**src/rtl/uart_pkg.sv**
```systemverilog
// Shared UART definitions: state encoding and frame geometry used by the
// transmitter and the receiver on the same serial link.
package uart_pkg;

  localparam int unsigned UART_OVERSAMPLE = 16;
  localparam int unsigned UART_DATA_BITS  = 8;
  localparam int unsigned OS_CNT_W        = 4;
  localparam int unsigned BIT_IDX_W       = 4;

  typedef enum logic [1:0] {
    IDLE  = 2'b00,
    START = 2'b01,
    DATA  = 2'b10,
    STOP  = 2'b11
  } uart_state_e;

endpackage

```
**src/rtl/uart_tx_tick_gen.sv**
```systemverilog
// Free-running tick generator: one-clk tick every TICK_LIMIT+1 clocks,
// synchronously restartable so a frame's bit timing is aligned to its accept.
module uart_tx_tick_gen #(
  parameter int unsigned TICK_LIMIT = 650
) (
  input  logic clk,
  input  logic reset,
  input  logic clear,
  output logic tick
);

  localparam int unsigned CNT_W = (TICK_LIMIT > 0) ? $clog2(TICK_LIMIT + 1) : 1;
  localparam logic [CNT_W-1:0] LIMIT = CNT_W'(TICK_LIMIT);

  logic [CNT_W-1:0] r_cnt;

  always_ff @(posedge clk) begin
    if (reset || clear) begin
      r_cnt <= '0;
    end else if (r_cnt == LIMIT) begin
      r_cnt <= '0;
    end else begin
      r_cnt <= r_cnt + CNT_W'(1);
    end
  end

  assign tick = (r_cnt == LIMIT);

endmodule

```
**src/rtl/uart_tx.sv**
```systemverilog
// UART transmitter, 8N1 by default; define UART_TX_PARITY_EN to append an
// even-parity bit after the data bits (frame grows to 11 bit periods).
module uart_tx
  import uart_pkg::*;
#(
  parameter int unsigned TICK_LIMIT = 650,
  parameter int unsigned OVERSAMPLE = UART_OVERSAMPLE,
  parameter int unsigned DATA_BITS  = UART_DATA_BITS
) (
  input  logic                 clk,
  input  logic                 reset,
  input  logic [DATA_BITS-1:0] data_in,
  input  logic                 send,
  output logic                 ready,
  output logic                 tx,
  output logic                 busy,
  output logic                 done,
  output logic [1:0]           st
);

`ifdef UART_TX_PARITY_EN
  localparam int unsigned PAR_BITS = 1;
`else
  localparam int unsigned PAR_BITS = 0;
`endif
  localparam int unsigned SHREG_W = DATA_BITS + PAR_BITS;
  localparam logic [BIT_IDX_W-1:0] LAST_IDX = BIT_IDX_W'(DATA_BITS + PAR_BITS - 1);
  localparam logic [OS_CNT_W-1:0]  OS_LAST  = OS_CNT_W'(OVERSAMPLE - 1);

  uart_state_e          r_state;
  logic [SHREG_W-1:0]   r_shreg;
  logic [OS_CNT_W-1:0]  r_os_cnt;
  logic [BIT_IDX_W-1:0] r_bit_idx;
  logic                 r_tx;
  logic                 r_ready;
  logic                 r_busy;
  logic                 r_done;

  uart_state_e          w_state_nxt;
  logic [SHREG_W-1:0]   w_shreg_nxt;
  logic [SHREG_W-1:0]   w_shreg_load;
  logic [OS_CNT_W-1:0]  w_os_nxt;
  logic [BIT_IDX_W-1:0] w_bit_nxt;
  logic                 w_tx_nxt;
  logic                 w_done_nxt;
  logic                 w_tick;
  logic                 w_accept;
  logic                 w_bit_end;

  assign w_accept = send && r_ready;

  // Parity rides as the top shift-register bit so it falls out after the data.
`ifdef UART_TX_PARITY_EN
  assign w_shreg_load = {^data_in, data_in};
`else
  assign w_shreg_load = data_in;
`endif

  uart_tx_tick_gen #(
    .TICK_LIMIT(TICK_LIMIT)
  ) u_tick_gen (
    .clk  (clk),
    .reset(reset),
    .clear(w_accept),
    .tick (w_tick)
  );

  always_comb begin
    w_state_nxt = r_state;
    w_shreg_nxt = r_shreg;
    w_os_nxt    = r_os_cnt;
    w_bit_nxt   = r_bit_idx;
    w_done_nxt  = 1'b0;
    w_tx_nxt    = 1'b1;
    w_bit_end   = w_tick && (r_os_cnt == OS_LAST);

    if (w_tick && (r_state != IDLE)) begin
      w_os_nxt = (r_os_cnt == OS_LAST) ? '0 : r_os_cnt + OS_CNT_W'(1);
    end

    case (r_state)
      IDLE: begin
        if (w_accept) begin
          w_state_nxt = START;
          w_shreg_nxt = w_shreg_load;
          w_os_nxt    = '0;
          w_bit_nxt   = '0;
        end
      end
      START: begin
        if (w_bit_end) begin
          w_state_nxt = DATA;
          w_bit_nxt   = '0;
        end
      end
      DATA: begin
        if (w_bit_end) begin
          w_shreg_nxt = r_shreg >> 1;
          w_bit_nxt   = r_bit_idx + BIT_IDX_W'(1);
          if (r_bit_idx == LAST_IDX) begin
            w_state_nxt = STOP;
          end
        end
      end
      STOP: begin
        if (w_bit_end) begin
          w_state_nxt = IDLE;
          w_done_nxt  = 1'b1;
        end
      end
      default: w_state_nxt = IDLE;
    endcase

    // Line level follows the state being entered so tx stays registered.
    case (w_state_nxt)
      START:   w_tx_nxt = 1'b0;
      DATA:    w_tx_nxt = w_shreg_nxt[0];
      default: w_tx_nxt = 1'b1;
    endcase
  end

  always_ff @(posedge clk) begin
    if (reset) begin
      r_state   <= IDLE;
      r_shreg   <= '0;
      r_os_cnt  <= '0;
      r_bit_idx <= '0;
      r_tx      <= 1'b1;
      r_ready   <= 1'b0;
      r_busy    <= 1'b0;
      r_done    <= 1'b0;
    end else begin
      r_state   <= w_state_nxt;
      r_shreg   <= w_shreg_nxt;
      r_os_cnt  <= w_os_nxt;
      r_bit_idx <= w_bit_nxt;
      r_tx      <= w_tx_nxt;
      r_ready   <= (w_state_nxt == IDLE);
      r_busy    <= (w_state_nxt != IDLE);
      r_done    <= w_done_nxt;
    end
  end

  assign tx    = r_tx;
  assign ready = r_ready;
  assign busy  = r_busy;
  assign done  = r_done;
  assign st    = r_state;

endmodule

```
**config.mk**
```make
export PLATFORM = sky130hd
export DESIGN_NAME = uart_tx
export DESIGN_NICKNAME = d
export VERILOG_FILES = /design/src/rtl/uart_pkg.sv /design/src/rtl/uart_tx_tick_gen.sv /design/src/rtl/uart_tx.sv
export SDC_FILE = /design/constraint.sdc
export NUM_CORES = 1
export LEC_CHECK = 0
export BUFFER_PORTS_ARGS = -buffer_cell sky130_fd_sc_hd__buf_2
export CORE_ASPECT_RATIO = 1.75
export CORE_MARGIN = 1
export CORE_UTILIZATION = 56
export DETAILED_ROUTE_END_ITERATION = 7
export GPL_TIMING_DRIVEN = 0
export PLACE_DENSITY = 0.75
export SYNTH_ARGS = -nofsm -noshare
export SYNTH_HDL_FRONTEND = slang
export SYNTH_HIERARCHICAL = 1
export SYNTH_SLANG_ARGS = --single-unit
```
**constraint.sdc**
```tcl
create_clock -name clk -period 3.27 [get_ports clk]
set_input_delay 0 -clock clk [delete_from_list [all_inputs] [get_ports clk]]
set_output_delay 0 -clock clk [all_outputs]
set_load 0.1 [all_outputs]
```
; ---- Word-level counts from Yosys, hierarchy flattened
; Index checks and enable logic that the tools add are counted.
[totals]
reg_bits = 32
output_inout_bits = 6
[classes]
n_addsub = 3
eq_ne = 11
muxes = 19
n_bitwise = 1
reduce_logical = 14
[op_table]
columns = operator, n
row1 = $mux 4, 7
row2 = $mux 8, 2
row3 = $pmux 8 s2, 1
row4 = $pmux 4 s3, 1
row5 = $add 10x1->10 const B, 1
row6 = $eq 10x10->1 const B, 1
row7 = $mux 2, 5
row8 = $add 4x1->4 const B, 2
row9 = $pmux 2 s4, 1
row10 = $eq 2x2->1 const B, 3
row11 = $reduce_bool 2->1, 3
row12 = $eq 2x1->1 const B, 2
row13 = $eq 4x3->1 const B, 1
row14 = $eq 4x4->1 const B, 1
row15 = $logic_not 2->1, 2
row16 = $ne 2x2->1 const B, 2
row17 = $reduce_and 4->1, 1
row18 = $reduce_or 2->1, 2
row19 = $logic_and 1x1->1, 3
row20 = $reduce_and 3->1, 1
row21 = $reduce_bool 3->1, 1
row22 = $ne 2x1->1 const B, 1
row23 = $pmux 1 s2, 1
row24 = $logic_or 1x1->1, 1
row25 = other kinds (2), 2

; ---- Longest topological paths before layout
; Gate-level depths: netlist of the first run.
[depth]
ltp_word = 6
depth_mapped = 8
depth_no_buf = 8

; ---- Hierarchy
; The synthesis of the first run kept the hierarchy.
[by_module_without_submodules]
columns = module, n_inst, cells_per_inst, area_per_inst_um2
row1 = uart_tx, 1, 113, 1028.5
row2 = uart_tx_tick_gen, 1, 51, 462.9

; ---- Worst setup path after synthesis of the first run
; OpenSTA, ideal clock, no wires.
[synth_timing]
path_kind = reg-to-reg
start = register u_tick_gen.r_cnt[2]
end = register r_tx (netlist: tx)
arrival_time_ns = 2.532
required_time_ns = 3.137
setup_slack_ns = 0.604
path_stages_with_launch = 7
period_less_slack_ns = 2.666
cell_sequence = dfxtp_1 or4b_4 nor4_1 nand4_4 or4_4 a2111oi_4 a31oi_1
[synth_via]
elab_chain_cells = 6
word_cells_on_any_way = 11
classes_between = eq/ne: 3 / mux: 7 / reduce/logical: 1
[synth_lines]
columns = element, line_no
row1 = start: declaration, uart_tx_tick_gen.sv:15  ; logic [CNT_W-1:0] r_cnt;
row2 = start signal: assignment, uart_tx_tick_gen.sv:23  ; r_cnt <= r_cnt + CNT_W'(1);
row3 = $eq 10x10->1 (*), uart_tx_tick_gen.sv:27  ; assign tick = (r_cnt == LIMIT);
row4 = net w_tick, uart_tx.sv:46  ; logic w_tick;
row5 = $logic_and 1x1->1 (*), uart_tx.sv:75  ; w_bit_end = w_tick && (r_os_cnt == OS_LAST);
row6 = $mux 2 (on tied branches), "uart_tx.sv:106, uart_tx.sv:91, uart_tx.sv:97"
row7 = $pmux 2 s4, uart_tx.sv:81  ; case (r_state)
row8 = $eq 2x2->1 / $eq 2x1->1 (equally long branches), uart_tx.sv:115  ; case (w_state_nxt)
row9 = $pmux 1 s2 (*), uart_tx.sv:115
row10 = end signal: assignment, uart_tx.sv:137  ; r_tx <= w_tx_nxt;
row11 = end: declaration, uart_tx.sv:34  ; logic r_tx;
; The timed path passes the listed nets; every way through them passes the cells marked *. The select of a mux whose other input is x is not followed.
; A chain may end at the register's enable or synchronous reset.

; ---- Worst setup path after layout of the first run
; Ends and elaborated chain as after synthesis.

==> results of run 1 <==
-- metal layers --
layer / vias to the layer above / share of wire
met4: 0 / 0.031
li1: 640 / -
met3: 9 / 0.034
met5: - / 0
met1: 605 / 0.36
met2: 31 / 0.58
-- worst max path at each step --
stage	start	end	slack, ns
finish	u_tick_gen/r_cnt[2]	tx	0.29
global route	u_tick_gen/r_cnt[2]	tx	0.16
CTS	u_tick_gen/r_cnt[2]	tx	0.32
detailed placement	u_tick_gen/r_cnt[2]	tx	0.34
global placement	u_tick_gen/r_cnt[2]	tx	0.37
floorplan	u_tick_gen/r_cnt[2]	tx	0.60
-- where the power goes --
part	switching [mW]	internal [mW]
registers	0.00950	0.402
logic	0.0692	0.0299
clock network	0.143	0.226
-- synthesized netlist by cell type (all sizes together), types with 2 or more instances --
| cell type | instances |
|---|---|
| nor2b | 3 |
| nand4 | 4 |
| nand2 | 15 |
| inv | 3 |
| dfxtp | 32 |
| buf | 2 |
| a21oi | 19 |
| xnor2 | 2 |
| clkbuf | 4 |
| nand2b | 3 |
| or3 | 5 |
| o21ai | 7 |
| or4 | 2 |
| a22oi | 6 |
| nor3 | 6 |
| ha | 4 |
| xor2 | 5 |
| nand3 | 6 |
| a31oi | 2 |
| nor2 | 15 |
-- cell families (layout without fill, tap and decap cells) --
kind of cell / count (synthesis) / in the layout / synth area share
simple gates: 68 / 68 / 0.259
mux: 2 / 2 / 0.0143
xor+xnor: 7 / 7 / 0.0411
buf+inv: 9 / 34 / 0.0260
fa+ha+maj: 4 / 4 / 0.0336
flops: 32 / 32 / 0.430
compound gates: 42 / 42 / 0.196
-- worst max-delay path: stages, from the launching register on --
cell and delay [ns]:
dfxtp_1 0.37, or4b_4 0.56, nor4_1 0.68, nand4_4 0.23, or4_4 0.60, a2111oi_4 0.35, a31oi_1 0.07
-- area by class of cell --
| class | instances | share of cell area |
|---|---|---|
| clock buffers | 6 | 0.0422 |
| inverters | 3 | 0.00654 |
| well taps | 26 | 0.0189 |
| repair buffers | 17 | 0.0523 |
| plain buffers | 6 | 0.0160 |
| flip-flops and latches | 32 | 0.372 |
| multi-input cells | 123 | 0.472 |
| clock inverters | 2 | 0.0203 |
-- state kept, by name, indices dropped and copies added, names as in the netlist --
| name | flops |
|---|---|
| u_tick_gen/r_cnt | 10 |
| r_shreg | 8 |
| r_bit_idx | 4 |
| r_os_cnt | 4 |
| st | 2 |
| busy | 1 |
| done | 1 |
| ready | 1 |
| tx | 1 |
==> impl_metrics.csv, run 1 <==
group,metric,value,unit
outcome,status,"complete, no violations",
layout,num_antenna_cells,0,
logic_synthesis,yosys.cell_types.count,43,
global_routing,grt_antenna_before_repair,0,
routing,viasPerCell,5.98,
layout,final_cell_count_no_fill,215,
layout,area_growth,15.4,%
pwr,vdd_drop_max,0.440,mV
layout,drive_gt1_frac,0.196,
worst_setup_path,required,3.42,ns
routing,antenna_left,0,
worst_setup_path,rr_endpoint,"tx",
placed_design,port_buffers,16,
flow_run,drv_cap,0,
floorplan,ioPinCount,17,
clock_tree,post_cts_resized,0,
routing,dr.pass1.iters,4,
worst_hold_path,holdCritPathClass,"in -> reg",
routing,dr_total_vias,1285,
floorplan,dieArea,2880,um^2
floorplan,dieWidth,41.0,um
placed_design,dpl.cell_count,206,
global_routing,grt_max_degree,11,
clock_tree,cts_setup_buffers,0,
sta,clock.fmax,336,MHz
sta,slew_violations,0,
clock_tree,clock_sinks,32,
placed_design,place.gp.congestion,0.787,
pwr,powerDensity,511,nW/um^2
logic_synthesis,syn-num-nets,179,
pwr,leakage,0.646,nW
sta,setup_tns,0,ns
sta,min_period,2.98,ns
sta,setup_slack,0.290,ns
sta,relSlewSlack,0.466,
routing,routed_wirelength,3270,um
layout,fillers,218,
layout,mostFrequentLayoutCell,"dfxtp_1",
logic_synthesis,netlist_area,1490,um^2
sta,fin_skew,0.00531,ns
floorplan,core,2490,um^2
sta,rsz0062_at_grt,"false",
layout,seq_area,641,um^2
global_routing,grt_pass1_wl,5140,um
layout,fin_area,1720,um^2
worst_setup_path,crit_arrival,3.13,ns
clock_tree,root_buffer,"clkbuf_8",
clock_tree,tritoncts,"yes",
routing,drc_errors,0,
clock_tree,postCtsHoldBufs,1,
worst_hold_path,holdPathEnd,"r_shreg[5]",
worst_setup_path,crit_fanout,7,
worst_setup_path,cp-start-kind,"flop",
clock_tree,path_clk_slew,0.07,ns
worst_hold_path,holdCritStartpoint,"data_in[5]",
sta,setup_viol,0,
logic_synthesis,synth_area_leaders,"dfxtp_1, a21oi_1, nand2_1",
clock_tree,cts_inserted_buffers,5,
logic_synthesis,synth_area_per_cell,9.09,um^2
logic_synthesis,async_flop_share,0,
logic_synthesis,synth_ff_type,"dfxtp_1",
layout,layout_common_cells,"dfxtp_1, a21oi_1, buf_2",
clock_tree,clk_latency,0.28,ns
placed_design,dp_hpwl,2430,um
global_routing,grt_use_met1,0.228,
global_routing,grt.busiest_layer,"met2",
pwr,power,0.879,mW
logic_synthesis,synth_cells,164,
worst_setup_path,critPathKind,"reg -> reg",
global_routing,grtUsageTotal,0.262,
sta,hold_ws,0.00741,ns
logic_synthesis,synth_edf_count,0,
global_routing,gr-total-overflow,0,
logic_synthesis,seq_area_frac_synth,0.430,
placed_design,placed_area,1600,um^2
worst_hold_path,whs_path_depth,3,
routing,avgRoutedWirePerCell,15.2,um
sta,fin_crit_sh,0.911,
sta,worst_pin_slew,0.793,ns
worst_setup_path,reg2reg_slack,0.29,ns
sta,hold_viol,0,
logic_synthesis,yosys_warnings,6,
placed_design,pre_cts_ws,0.343,ns
worst_setup_path,r2r.worst_path.cells,6,
logic_synthesis,synth_top_area_cell,"dfxtp_1",
clock_tree,clk_path_buf_depth,2,
logic_synthesis,synth_seq_cells,32,
layout,nets,203,
floorplan,rows,24,
layout,multi_input_area,812,um^2
floorplan,die_height,70.3,um
global_routing,grt_pass1_vias,1235,
clock_tree,h-tree-depth,2,
logic_synthesis,synth_top_cell_area_share,0.430,
global_routing,use_met2,0.477,
floorplan,start_util,0.598,
layout,utilization,0.691,
worst_setup_path,r2r-start,"u_tick_gen/r_cnt[2]",
routing,drt_iter0_drc,24,
worst_setup_path,critPathCaptureType,"flop",
global_routing,met3_usage,0.0762,
Power figures use the tool's default switching activity.
==> run 2, diff against run 1 <==
--- a/config.mk
+++ b/config.mk
@@ -7,11 +7,12 @@
 export LEC_CHECK = 0
 export BUFFER_PORTS_ARGS = -buffer_cell sky130_fd_sc_hd__buf_2
 export CORE_ASPECT_RATIO = 1.75
-export CORE_MARGIN = 1
+export CORE_MARGIN = 2
 export CORE_UTILIZATION = 56
 export DETAILED_ROUTE_END_ITERATION = 7
 export GPL_TIMING_DRIVEN = 0
 export PLACE_DENSITY = 0.75
+export REMOVE_ABC_BUFFERS = 1
 export SYNTH_ARGS = -nofsm -noshare
 export SYNTH_HDL_FRONTEND = slang
 export SYNTH_HIERARCHICAL = 1
==> run 2 against run 1 <==
Against the previous run: critical path depth did not move; critical endpoint unchanged; worst setup slack improved by 0.035 ns; utilization fell by 1.7 points; hold slack got worse by 0.0043 ns; combinational power fell by 3.5%; power fell by 6.8%; clock power fell by 16%.
==> impl_metrics.csv, run 2 (synthesized netlist as in run 1, its figures left out) <==
group,metric,value,unit
sta,min_period,2.95,ns
pwr,sequentialPowerShare,0.506,
sta,setup_slack,0.325,ns
floorplan,dieWidth,43.0,um
clock_tree,cts_inserted_buffers,5,
worst_setup_path,cp-start-kind,"flop",
global_routing,gr-total-overflow,0,
clock_tree,tritoncts,"yes",
worst_hold_path,holdCritPathClass,"in -> reg",
layout,nets,199,
pwr,p_comb_frac,0.117,
sta,clock.fmax,340,MHz
worst_setup_path,critPathCaptureType,"flop",
layout,mostFrequentLayoutCell,"dfxtp_1",
layout,area_growth,14.0,%
floorplan,rows,24,
pwr,power_switching,0.215,mW
layout,num_antenna_cells,0,
clock_tree,h-tree-depth,2,
routing,antenna_left,0,
routing,viasPerCell,5.89,
placed_design,pre_cts_ws,0.332,ns
sta,fin_crit_sh,0.901,
flow_run,drv_cap,0,
placed_design,place.gp.congestion,0.789,
layout,largest_reg_flops,10,
layout,utilization,0.674,
sta,relSlewSlack,0.499,
routing,dr_total_vias,1243,
worst_setup_path,critPathKind,"reg -> reg",
routing,drt_iter0_drc,25,
pwr,leakage,0.631,nW
layout,layout_common_cells,"dfxtp_1, a21oi_1, buf_2",
global_routing,grt_pass1_wl,5290,um
global_routing,grt_max_degree,24,
sta,fin_skew,0.00317,ns
clock_tree,clk_path_buf_depth,2,
layout,drive_gt1_frac,0.195,
worst_setup_path,crit_fanout,7,
floorplan,ioPinCount,17,
layout,final_cell_count_no_fill,211,
global_routing,grt_pass1_vias,1236,
worst_setup_path,required,3.43,ns
global_routing,grtUsageTotal,0.226,
sta,rsz0062_at_grt,"false",
sta,hold_viol,0,
outcome,status,"complete, no violations",
clock_tree,post_cts_resized,0,
placed_design,dpl.cell_count,201,
clock_tree,clock_sinks,32,
sta,setup_viol,0,
layout,fin_area,1700,um^2
sta,worst_pin_slew,0.744,ns
pwr,switching_share,0.262,
pwr,p_int,0.604,mW
placed_design,placed_area,1590,um^2
floorplan,die_height,72.3,um
clock_tree,root_buffer,"clkbuf_8",
placed_design,port_buffers,16,
sta,hold_ws,0.00307,ns
routing,dr.pass1.iters,4,
floorplan,start_util,0.591,
clock_tree,path_clk_slew,0.06,ns
floorplan,core,2520,um^2
pwr,vdd_drop_max,0.426,mV
pwr,pwr-share-clk,0.377,
pwr,powerDensity,482,nW/um^2
routing,drc_errors,0,
sta,setup_tns,0,ns
layout,reg.largest.list,"u_tick_gen/r_cnt x10, r_shreg x8",
pwr,power,0.819,mW
clock_tree,clk_latency,0.28,ns
routing,avgRoutedWirePerCell,14.8,um
layout,top_register,"u_tick_gen/r_cnt",
sta,slew_violations,0,
floorplan,dieArea,3110,um^2
worst_setup_path,crit_arrival,3.10,ns
global_routing,grt_antenna_before_repair,0,
placed_design,dp_hpwl,2260,um
routing,routed_wirelength,3120,um
==> run 2: cell count changes in the layout (fill, tap and decap cells not counted) <==
| cell | change |
|---|---|
| clkbuf_8 | +1 |
| dlygate4sd3_1 | +1 |
| clkbuf_1 | -3 |
| bufinv_16 | -1 |
| buf_2 | -1 |
| nor4bb_2 | +1 |
| nor4bb_1 | -1 |
| clkinv_2 | -1 |
==> run 2: path summary, 6_finish.rpt <==
path | from | endpoint | slack, ns | cells after the start
min | data_in[1] | r_shreg[1] | 0.003 | 3
max reg2reg | u_tick_gen/r_cnt[2] | tx | 0.32 | 6
min reg2reg | r_shreg[1] | r_shreg[1] | 0.46 | 2
max | u_tick_gen/r_cnt[2] | tx | 0.32 | 6
==> run 2: worst max-delay path, cell delays in order, from the launching register on <==
cell	delay [ns]
dfxtp_1	0.36
or4b_4	0.56
nor4_1	0.64
nand4_4	0.23
or4_4	0.59
a2111oi_4	0.35
a31oi_1	0.07
==> run 2: power by group through the flow <==
stage	registers, mW	clock network (mW)	logic (mW)
2_1_floorplan	0.451	0	0.0390
3_3_place_gp	0.422	0	0.0895
3_5_place_dp	0.423	0	0.0933
4_1_cts	0.414	0.318	0.0956
5_1_grt	0.416	0.333	0.103
6_report	0.415	0.309	0.0956
==> run 2: final cells by class <==
class,instances,area [um^2]
Timing Repair Buffer,19,108
Inverter,3,11.3
Fill cell,225,822
Multi-Input combinational cell,123,818
Sequential cell,32,641
Tap cell,26,32.5
Clock buffer,8,90.1
==> run 2: timing repair <==
action,4_1_cts,5_1_grt
endpoints found under the setup margin,0,0
hold buffers,2,0
hold endpoints to repair,2,0
buffers inserted,0,0
==> run 2: layer usage <==
metal	wire length [um]	global-route usage	vias up	part of all wire
li1	-	-	631	-
met3	91	0.0522	9	0.029
met4	95	0.131	0	0.030
met2	1710	0.409	16	0.55
met1	1230	0.230	587	0.39
met5	0	0	-	0
